## src/rtl/adc_serial_reg_writer_if.sv

```systemverilog
// Request/status and 3-wire serial bundle between ADC_FSM
// and the ADC serial register writer.
interface adc_serial_reg_writer_if;
   logic Init;
   logic DesEnable;
   logic DesDisable;
   logic Sclk;
   logic Sdata;
   logic Select;
   logic Done;
   logic Busy;

   modport master (
      output Init, DesEnable, DesDisable,
      input  Sclk, Sdata, Select, Done, Busy
   );

   modport slave (
      input  Init, DesEnable, DesDisable,
      output Sclk, Sdata, Select, Done, Busy
   );
endinterface

```

## src/rtl/adc_serial_reg_writer.sv

```systemverilog
// Shifts fixed 32-bit register frames MSB-first onto the ADC
// 3-wire control port for init and DES on/off requests.
module adc_serial_reg_writer #(
   parameter int          CLK_DIV     = 4,
   parameter int          GAP_CYCLES  = 8,
   parameter logic [15:0] CFG_DATA    = 16'h92FF,
   parameter int          DES_BIT     = 13,
   parameter logic [15:0] OFFSET_DATA = 16'h007F,
   parameter logic [15:0] FS_DATA     = 16'h807F,
   parameter logic [15:0] EXT_DATA    = 16'hFFFF
) (
   input logic                     Clock,
   input logic                     Reset_n,
   adc_serial_reg_writer_if.slave  bus
);

   localparam int DW = (CLK_DIV > 1) ? $clog2(CLK_DIV) : 1;
   localparam int GW = (GAP_CYCLES > 1) ? $clog2(GAP_CYCLES) : 1;
   localparam logic [DW-1:0] DIV_LAST = DW'(CLK_DIV - 1);
   localparam logic [GW-1:0] GAP_LAST = GW'(GAP_CYCLES - 1);
   localparam logic [15:0] DES_MASK = 16'(1) << DES_BIT;
   localparam logic [15:0] CFG_ON   = CFG_DATA | DES_MASK;
   localparam logic [15:0] CFG_OFF  = CFG_DATA & ~DES_MASK;

   typedef enum logic [1:0] {IDLE, SHIFT, GAP, DONE} state_t;
   typedef enum logic [1:0] {SEQ_INIT, SEQ_DES_OFF, SEQ_DES_ON} seq_t;

   state_t        state, stateNext;
   seq_t          seq, seqNext;
   logic [1:0]    frameIdx, frameIdxNext;
   logic [4:0]    bitCnt, bitCntNext;
   logic [DW-1:0] divCnt, divCntNext;
   logic [GW-1:0] gapCnt, gapCntNext;
   logic          phaseHigh, phaseHighNext;

   logic [3:0]    frameAddr;
   logic [15:0]   frameData;
   logic [31:0]   frame;
   logic [1:0]    lastIdx;
   logic          anyReq;

   always_comb begin
      frameAddr = 4'h1;
      frameData = CFG_OFF;
      if (seq == SEQ_DES_ON) begin
         frameData = CFG_ON;
      end else if (seq == SEQ_INIT) begin
         unique case (frameIdx)
            2'd0: frameData = CFG_OFF;
            2'd1: begin frameAddr = 4'h2; frameData = OFFSET_DATA; end
            2'd2: begin frameAddr = 4'h3; frameData = FS_DATA; end
            2'd3: begin frameAddr = 4'hD; frameData = EXT_DATA; end
         endcase
      end
      frame = {12'h001, frameAddr, frameData};
   end

   assign lastIdx = (seq == SEQ_INIT) ? 2'd3 : 2'd0;
   assign anyReq  = bus.Init | bus.DesDisable | bus.DesEnable;

   always_ff @(posedge Clock or negedge Reset_n) begin
      if (!Reset_n) begin
         state     <= IDLE;
         seq       <= SEQ_INIT;
         frameIdx  <= '0;
         bitCnt    <= '0;
         divCnt    <= '0;
         gapCnt    <= '0;
         phaseHigh <= 1'b0;
      end else begin
         state     <= stateNext;
         seq       <= seqNext;
         frameIdx  <= frameIdxNext;
         bitCnt    <= bitCntNext;
         divCnt    <= divCntNext;
         gapCnt    <= gapCntNext;
         phaseHigh <= phaseHighNext;
      end
   end

   always_comb begin
      stateNext     = state;
      seqNext       = seq;
      frameIdxNext  = frameIdx;
      bitCntNext    = bitCnt;
      divCntNext    = divCnt;
      gapCntNext    = gapCnt;
      phaseHighNext = phaseHigh;
      unique case (state)
         IDLE: begin
            if (anyReq) begin
               stateNext     = SHIFT;
               frameIdxNext  = 2'd0;
               bitCntNext    = 5'd31;
               divCntNext    = '0;
               phaseHighNext = 1'b0;
               if (bus.Init)            seqNext = SEQ_INIT;
               else if (bus.DesDisable) seqNext = SEQ_DES_OFF;
               else                     seqNext = SEQ_DES_ON;
            end
         end
         SHIFT: begin
            if (divCnt == DIV_LAST) begin
               divCntNext = '0;
               if (!phaseHigh) begin
                  phaseHighNext = 1'b1;
               end else if (bitCnt == 5'd0) begin
                  stateNext  = GAP;
                  gapCntNext = '0;
               end else begin
                  phaseHighNext = 1'b0;
                  bitCntNext    = bitCnt - 5'd1;
               end
            end else begin
               divCntNext = divCnt + DW'(1);
            end
         end
         GAP: begin
            if (gapCnt == GAP_LAST) begin
               if (frameIdx == lastIdx) begin
                  stateNext = DONE;
               end else begin
                  stateNext     = SHIFT;
                  frameIdxNext  = frameIdx + 2'd1;
                  bitCntNext    = 5'd31;
                  divCntNext    = '0;
                  phaseHighNext = 1'b0;
               end
            end else begin
               gapCntNext = gapCnt + GW'(1);
            end
         end
         DONE: stateNext = IDLE;
      endcase
   end

   // Outputs decode straight from state so async reset hits the pins at once.
   assign bus.Select = (state != SHIFT);
   assign bus.Sclk   = (state == SHIFT) && phaseHigh;
   assign bus.Sdata  = (state == SHIFT) && frame[bitCnt];
   assign bus.Done   = (state == DONE);
   assign bus.Busy   = (state != IDLE);

endmodule

```

## src/flat_wrapper.sv

```systemverilog
// flat-port wrapper written by rule: the top's interface ports become plain ports
module adc_serial_reg_writer_flat 
#(
   parameter int          CLK_DIV     = 4,
   parameter int          GAP_CYCLES  = 8,
   parameter logic [15:0] CFG_DATA    = 16'h92FF,
   parameter int          DES_BIT     = 13,
   parameter logic [15:0] OFFSET_DATA = 16'h007F,
   parameter logic [15:0] FS_DATA     = 16'h807F,
   parameter logic [15:0] EXT_DATA    = 16'hFFFF
)
  (Clock, Reset_n, bus_Init, bus_DesEnable, bus_DesDisable, bus_Sclk, bus_Sdata, bus_Select, bus_Done, bus_Busy);
  adc_serial_reg_writer_if bus_i ();
  input logic Clock;
  input logic Reset_n;
  input wire logic [$bits(bus_i.Init)-1:0] bus_Init;
  input wire logic [$bits(bus_i.DesEnable)-1:0] bus_DesEnable;
  input wire logic [$bits(bus_i.DesDisable)-1:0] bus_DesDisable;
  output wire logic [$bits(bus_i.Sclk)-1:0] bus_Sclk;
  output wire logic [$bits(bus_i.Sdata)-1:0] bus_Sdata;
  output wire logic [$bits(bus_i.Select)-1:0] bus_Select;
  output wire logic [$bits(bus_i.Done)-1:0] bus_Done;
  output wire logic [$bits(bus_i.Busy)-1:0] bus_Busy;
  assign bus_i.Init = bus_Init;
  assign bus_i.DesEnable = bus_DesEnable;
  assign bus_i.DesDisable = bus_DesDisable;
  assign bus_Sclk = bus_i.Sclk;
  assign bus_Sdata = bus_i.Sdata;
  assign bus_Select = bus_i.Select;
  assign bus_Done = bus_i.Done;
  assign bus_Busy = bus_i.Busy;
  adc_serial_reg_writer #(.CLK_DIV(CLK_DIV), .GAP_CYCLES(GAP_CYCLES), .CFG_DATA(CFG_DATA), .DES_BIT(DES_BIT), .OFFSET_DATA(OFFSET_DATA), .FS_DATA(FS_DATA), .EXT_DATA(EXT_DATA)) u_core (.Clock(Clock), .Reset_n(Reset_n), .bus(bus_i));
endmodule
```

## config.mk

```make
export PLATFORM = sky130hd
export DESIGN_NAME = adc_serial_reg_writer_flat
export DESIGN_NICKNAME = d
export VERILOG_FILES = /design/src/rtl/adc_serial_reg_writer_if.sv /design/src/rtl/adc_serial_reg_writer.sv /design/src/flat_wrapper.sv
export SDC_FILE = /design/constraint.sdc
export NUM_CORES = 1
export LEC_CHECK = 0
export BUFFER_PORTS_ARGS = -buffer_cell sky130_fd_sc_hd__buf_2
export CAP_MARGIN = 10
export CORE_MARGIN = 2
export CORE_UTILIZATION = 55
export CTS_CLUSTER_DIAMETER = 200
export DETAILED_ROUTE_END_ITERATION = 8
export GPL_TIMING_DRIVEN = 0
export PLACE_DENSITY = 0.74
export SETUP_SLACK_MARGIN = 0.15
export SYNTH_ARGS = -nofsm -noshare
export SYNTH_HDL_FRONTEND = slang
export SYNTH_SLANG_ARGS = --single-unit
```

## constraint.sdc

```tcl
create_clock -name Clock -period 5.4 [get_ports Clock]
set_input_delay 0.27 -clock Clock [delete_from_list [all_inputs] [get_ports Clock]]
set_output_delay 0.27 -clock Clock [all_outputs]
set_load 0.02 [all_outputs]
```

==> run metrics, run 1 <==
outcome=complete, no violations; FF+latch area=425 um2; r2r startpoint=u_core.bitCnt[0]$_DFFE_PN0P_; layout cells sized above 1=17.9%; slowest CP cell=dfrtp_1; syn avg cell area=roughly 9.4 um2; min-delay worst type=input pin to flop; Final Util=around two thirds; synthesis warning total=0; Crit path largest cell delay=between 0.4 and 0.5 ns; Pwr Total=slightly above 200 uW; GRT overflow=0; post-synth top area cell=dfrtp_1; largest net degree at the start of global routing=18; syn_nets=about 140; first-pass GRT wire length=roughly 4100 um; Lkg Pwr=about 0.00061 uW; Die H=between 50 and 60 um; Synth area leaders=dfrtp_1 36%, ha_1 11%, nand2_1 5.7%; main flop type after synthesis=dfrtp_1; FP Rows=16; Final Instance Area=0.00130 mm2; Final Max Tran Viols=0; Final Hold Fails=0; Num CTS Buffers=3; worst slew pin tran=around 0.55 ns; critical path endpoint category=primary output; relative slew slack=a little over three fifths; dpl cell area=0.00126 mm2; Fillers=between 150 and 200; crit path DAT=2.07 ns; hold path cells=2; Worst R2R Setup Slack=between 3 and 4 ns; Cells after Synth=~130; DR pass1 iterations=4; Max Buffers Root-to-Sink=2; 1st-iter DRT viols=31; CTS tree=built; worst-path fanout max=5; DRC Markers=0; FMAX=roughly 430 MHz; reg2reg path depth=7; die area=roughly 0.0025 mm2; most common cell in the synthesized netlist=nand2_1; Setup Skew=between 0.006 and 0.007 ns; Die Wd=roughly 50 um; H-tree Lvls=1; Max rail drop VDD=0.000175 V; CP startpoint kind=flop; Post-Syn Area=between 0.001 and 0.0015 mm2; HP Start=bus_Init; crit-path cells=ha_1 > o41ai_1 > a211oi_1 > o311a_1 > buf_2; #FFs+latches synth=17; area delta synth->final=9.73%; WL final=roughly 2500 um; max_cap viols=0; part of the Yosys area used for sequential elements=a little over a third; period utilisation layout=between 40% and 50%; ANT nets after route=0; share of the synthesized area in the top cell type=a little over a third; root buf cell=clkbuf_4; number of buffers added on ports=9; minimum clock period=around 2.3 ns; R2R Path End=u_core.bitCnt[0]$_DFFE_PN0P_; setup TNS=0 ns; area of the core=approximately 0.002 mm2; number of flops mapped to enable cells by yosys=0; worst skew pair latency=0.30 ns; RSZ-0062 raised after global routing=no; GRT Total Usage=21.7%; via count=997; hpwl dp=1840 um; Post-synth top cells=18 x nand2_1, 17 x dfrtp_1, 10 x ha_1; Top-Level Pins=10; worst endpoint required time=around 5 ns; PD cells=157 mW/mm2; Inserted Diodes=0; vias per inst=between 5 and 6; initial antenna violation count=0; CTS Sinks=17; clock-pin slew on the worst setup and hold paths=roughly 0.10 ns; Synth cell types=between 40 and 50; CP Class=flop to primary output; Initial Utilization=approximately three fifths; Nets=roughly 160; Worst Hold End=u_core.seq[0]$_DFFE_PN0P_; area taken by multi-input logic gates=between 700 and 800 um2; Final setup viols=0; FFs w/ async S/R, synth=100%; WL per Instance=between 15 and 20 um; GPL Wtd Cong=0.766; vias in the first global route=~900
==> per-stage QoR <==
| stage | hold WS (ns) | std cells | setup WS (ns) |
|---|---|---|---|
| final | 0.236 | 167 | 3.06 |
| after global routing | 0.242 | 167 | 2.94 |
| after CTS | 0.232 | 167 | 3.06 |
| after detailed placement | 0.223 | 162 | 3.28 |
| after global placement | 0.219 | 162 | 3.26 |
| after floorplan | -0.0256 | 126 | 3.44 |
==> worst max-delay path: cells and delay by family, from the launching register on <==
family | cells | cell delay, ns
compound gates | 3 | 0.79
flops | 1 | 0.45
fa+ha+maj | 1 | 0.37
buf+inv | 1 | 0.16
==> report_power, final <==
group | total, uW | internal (uW) | switching (uW) | leakage [uW]
Combinational | 5.80 | 1.63 | 4.17 | 0.000423
Sequential | 127 | 127 | 0 | 0.000177
Clock | 70.7 | 28.8 | 41.9 | 0.0000150
==> repair_timing <==
| item | in CTS | in global routing |
|---|---|---|
| resized for setup | 0 | 0 |
| hold buffers | 1 | 0 |
| endpoints found under the hold margin | 17 | 0 |
| buffers inserted | 0 | 0 |
==> how the worst max path moves through the flow <==
| stage | from | end | slack, ns | depth (start not counted) |
|---|---|---|---|---|
| final | u_core.frameIdx[0]$_DFFE_PN0P_ | bus_Sdata | 3.06 | 5 |
| after global placement | u_core.bitCnt[0]$_DFFE_PN0P_ | u_core.bitCnt[0]$_DFFE_PN0P_ | 3.26 | 7 |
| after floorplan | u_core.bitCnt[0]$_DFFE_PN0P_ | u_core.bitCnt[0]$_DFFE_PN0P_ | 3.44 | 7 |
| after global routing | u_core.frameIdx[0]$_DFFE_PN0P_ | bus_Sdata | 2.94 | 6 |
| after detailed placement | u_core.bitCnt[0]$_DFFE_PN0P_ | u_core.bitCnt[0]$_DFFE_PN0P_ | 3.28 | 7 |
| after CTS | u_core.frameIdx[0]$_DFFE_PN0P_ | bus_Sdata | 3.06 | 6 |
==> metal layers <==
metal | vias to the layer above | GRT usage, % | part of all wire [%]
li1 | 493 | - | -
met1 | 471 | 28.9 | 45
met2 | 28 | 33.3 | 49
met3 | 5 | 5.65 | 4.6
met4 | 0 | 9.46 | 1.4
met5 | - | 0 | 0
==> flip-flops by register name (all words and copies together), names as in the netlist <==
register / count
u_core.seq: 2
u_core.bitCnt: 5
u_core.state: 2
u_core.frameIdx: 2
u_core.divCnt: 2
u_core.phaseHigh: 1
u_core.gapCnt: 3
==> cell families (layout without fill, tap and decap cells) <==
group / Yosys count / count (layout) / share of synthesized area [%]
simple gates: 48 / 48 / 20.2
compound gates: 34 / 34 / 24.3
flops: 17 / 17 / 35.9
buf+inv: 12 / 26 / 4.02
fa+ha+maj: 10 / 10 / 10.6
mux: 4 / 4 / 4.23
xor+xnor: 1 / 1 / 0.740
==> layout by cell type, fill, tap and decap left out, types with 2 or more instances in the layout <==
master,instances
a211oi_1,2
o31ai_1,2
nor2b_1,2
o41ai_1,2
buf_2,11
ha_1,10
nand3_1,6
nand2_1,18
or2_2,2
o21ai_0,4
o311ai_0,2
clkbuf_1,3
a31oi_1,2
nor3_1,4
inv_1,8
a22o_1,2
nor2_1,7
dfrtp_1,17
a21oi_1,7
clkbuf_4,3
and2_1,2
==> cell type report <==
type | instances | share of cell area (%)
Buffer | 4 | 1.35
Clock buffer | 4 | 2.02
Inverter | 8 | 2.31
Multi-Input combinational cell | 97 | 54.7
Sequential cell | 17 | 32.8
Tap cell | 27 | 2.60
Timing Repair Buffer | 10 | 4.24
Power figures use the tool's default switching activity.
==> inputs of run 2 (changes only) <==
clock period = 2.2 ns   (was 5.4 ns; I/O delays follow)
==> run metrics, run 2 (synthesis results as in run 1) <==
Final setup viols=0 (unchanged); CTS tree=built (unchanged); layout cells sized above 1=36.9% (was 17.9%); Worst Setup SP=u_core.frameIdx[1]$_DFFE_PN0P_ (was u_core.frameIdx[0]$_DFFE_PN0P_); slowest CP cell=dfrtp_1 (unchanged); r2r startpoint=u_core.bitCnt[0]$_DFFE_PN0P_ (unchanged); Num CTS Buffers=3 (unchanged); period utilisation layout=between 90% and 100%; worst setup margin=0.0628 ns (was 3.06 ns); Inserted Diodes=0 (unchanged); area of the core=0.00200 mm2 (unchanged); CP Class=flop to primary output (unchanged); Final Instance Area=0.00159 mm2 (was 0.00130 mm2); largest net degree at the start of global routing=18 (unchanged); vias in the first global route=936 (was 898); die area=0.00254 mm2 (unchanged); Die Wd=50.4 um (unchanged); setup TNS=0 ns (unchanged); PD cells=323 mW/mm2 (was 157 mW/mm2); DRC Markers=0 (unchanged); worst-path fanout max=4 (was 5); Worst Hold End=u_core.seq[0]$_DFFE_PN0P_ (unchanged); area taken by multi-input logic gates=818 um2 (was 711 um2); Top-Level Pins=10 (unchanged); FF+latch area=429 um2 (was 425 um2); Max rail drop VDD=0.000436 V (was 0.000175 V); crit-path cells=inv_2 > ha_4 > o41ai_1 > a211oi_1 > o311a_1 > buf_6 (was ha_1 > o41ai_1 > a211oi_1 > o311a_1 > buf_2); top flop regs=u_core.bitCnt (5), u_core.gapCnt (3) (unchanged); GRT overflow=0 (unchanged); worst skew pair latency=0.32 ns (was 0.30 ns); vias per inst=6.04 (was 5.97); Fillers=116 (was 165); Die H=50.4 um (unchanged); hpwl dp=1840 um (unchanged); WL final=3260 um (was 2510 um); Nets=176 (was 156); min-delay worst type=input pin to flop (unchanged); R2R Path End=u_core.bitCnt[1]$_DFFE_PN0P_ (was u_core.bitCnt[0]$_DFFE_PN0P_); Setup Skew=0.0132 ns (was 0.00661 ns); root buf cell=clkbuf_4 (unchanged); FMAX=468 MHz; worst slew pin tran=0.509 ns (was 0.552 ns); Final Util=79.6% (was 64.9%); GPL Wtd Cong=0.766 (unchanged); FP Rows=16 (unchanged); hold path cells=2 (unchanged); critical path endpoint category=primary output (unchanged); crit path DAT=2.03 ns (was 2.07 ns); reg2reg path depth=9 (was 7); Reg with most FFs=u_core.bitCnt (unchanged); HP Start=bus_Init (unchanged); Largest register FFs=5 (unchanged); minimum clock period=~2.1 ns; Worst R2R Setup Slack=0.16 ns (was 3.22 ns); setup slack at placement=0.0820 ns (was 3.28 ns); RSZ-0062 raised after global routing=yes (was no); Initial Utilization=59.1% (unchanged); WL per Instance=17.4 um (was 15.0 um); H-tree Lvls=1 (unchanged); Lkg Pwr=0.000730 uW (was 0.000615 uW); Max Buffers Root-to-Sink=2 (unchanged); ANT nets after route=0 (unchanged); worst endpoint required time=2.09 ns (was 5.13 ns); CP startpoint kind=flop (unchanged); GRT Total Usage=22.9% (was 21.7%); hold_ws=0.0660 ns (was 0.236 ns); via count=1130 (was 997); most frequent cells in the layout=18 x nand2_1, 18 x buf_4, 14 x dfrtp_1 (was 18 x nand2_1, 17 x dfrtp_1, 11 x buf_2); number of buffers added on ports=9 (unchanged); Crit path largest cell delay=0.42 ns (was 0.45 ns); outcome=complete, no violations (unchanged); Final Max Tran Viols=0 (unchanged); relative slew slack=65.4% (was 63.1%); max_cap viols=0 (unchanged); DR pass1 iterations=4 (unchanged); first-pass GRT wire length=4300 um (was 4090 um); 1st-iter DRT viols=29 (was 31); area delta synth->final=34.7% (was 9.73%); dpl cell area=0.00126 mm2 (unchanged); initial antenna violation count=0 (unchanged); CTS Sinks=17 (unchanged); clock-pin slew on the worst setup and hold paths=0.11 ns (was 0.10 ns); Final Hold Fails=0 (unchanged)
run 2: worst max path at each step:
stage                                         to  depth (start not counted)
CTS                                    bus_Sdata                          6
detailed placement  u_core.bitCnt[0]$_DFFE_PN0P_                          7
global placement    u_core.bitCnt[0]$_DFFE_PN0P_                          7
floorplan           u_core.bitCnt[0]$_DFFE_PN0P_                          7
global route                           bus_Sdata                          7
finish                                 bus_Sdata                          6
run 2: area by class of cell:
type | count | area share, %
plain buffers | 4 | 1.65
clock buffers | 4 | 1.65
inverters | 8 | 2.04
multi-input cells | 97 | 51.3
flip-flops and latches | 17 | 26.9
well taps | 27 | 2.12
repair buffers | 30 | 14.3
run 2: through the flow:
stage | std cells | total power [uW]
floorplan | 126 | 319
global placement | 162 | 332
detailed placement | 162 | 332
CTS | 172 | 510
global route | 187 | 535
finish | 187 | 515
run 2: critical path, delay by kind of cell (launching register included):
family / cells / cell delay [ns]
buffers and inverters: 2 / 0.23
adders and majority gates: 1 / 0.22
AOI/OAI and AO/OA: 3 / 0.84
DFF: 1 / 0.42
run 2: timing repair:
item / 4_1_cts / 5_1_grt
pin swaps: 4 / 8
endpoints found under the setup margin: 5 / 11
hold endpoints to repair: 17 / 0
setup buffers: 5 / 15
resized for setup: 5 / 23
hold buffers: 1 / 0
run 2: power by group:
group / internal (uW) / switching (uW) / leakage [uW]
sequential: 312 / 0 / 0.000173
combinational: 4.01 / 11.1 / 0.000542
clock: 71.2 / 117 / 0.0000150
run 2: metal layers:
metal | track usage [%] | wire, um | vias to the layer above
li1 | - | - | 532
met1 | 30.1 | 1380 | 550
met2 | 36.6 | 1620 | 40
met3 | 5.65 | 190 | 8
met4 | 8.11 | 68 | 0
met5 | 0 | 0 | -
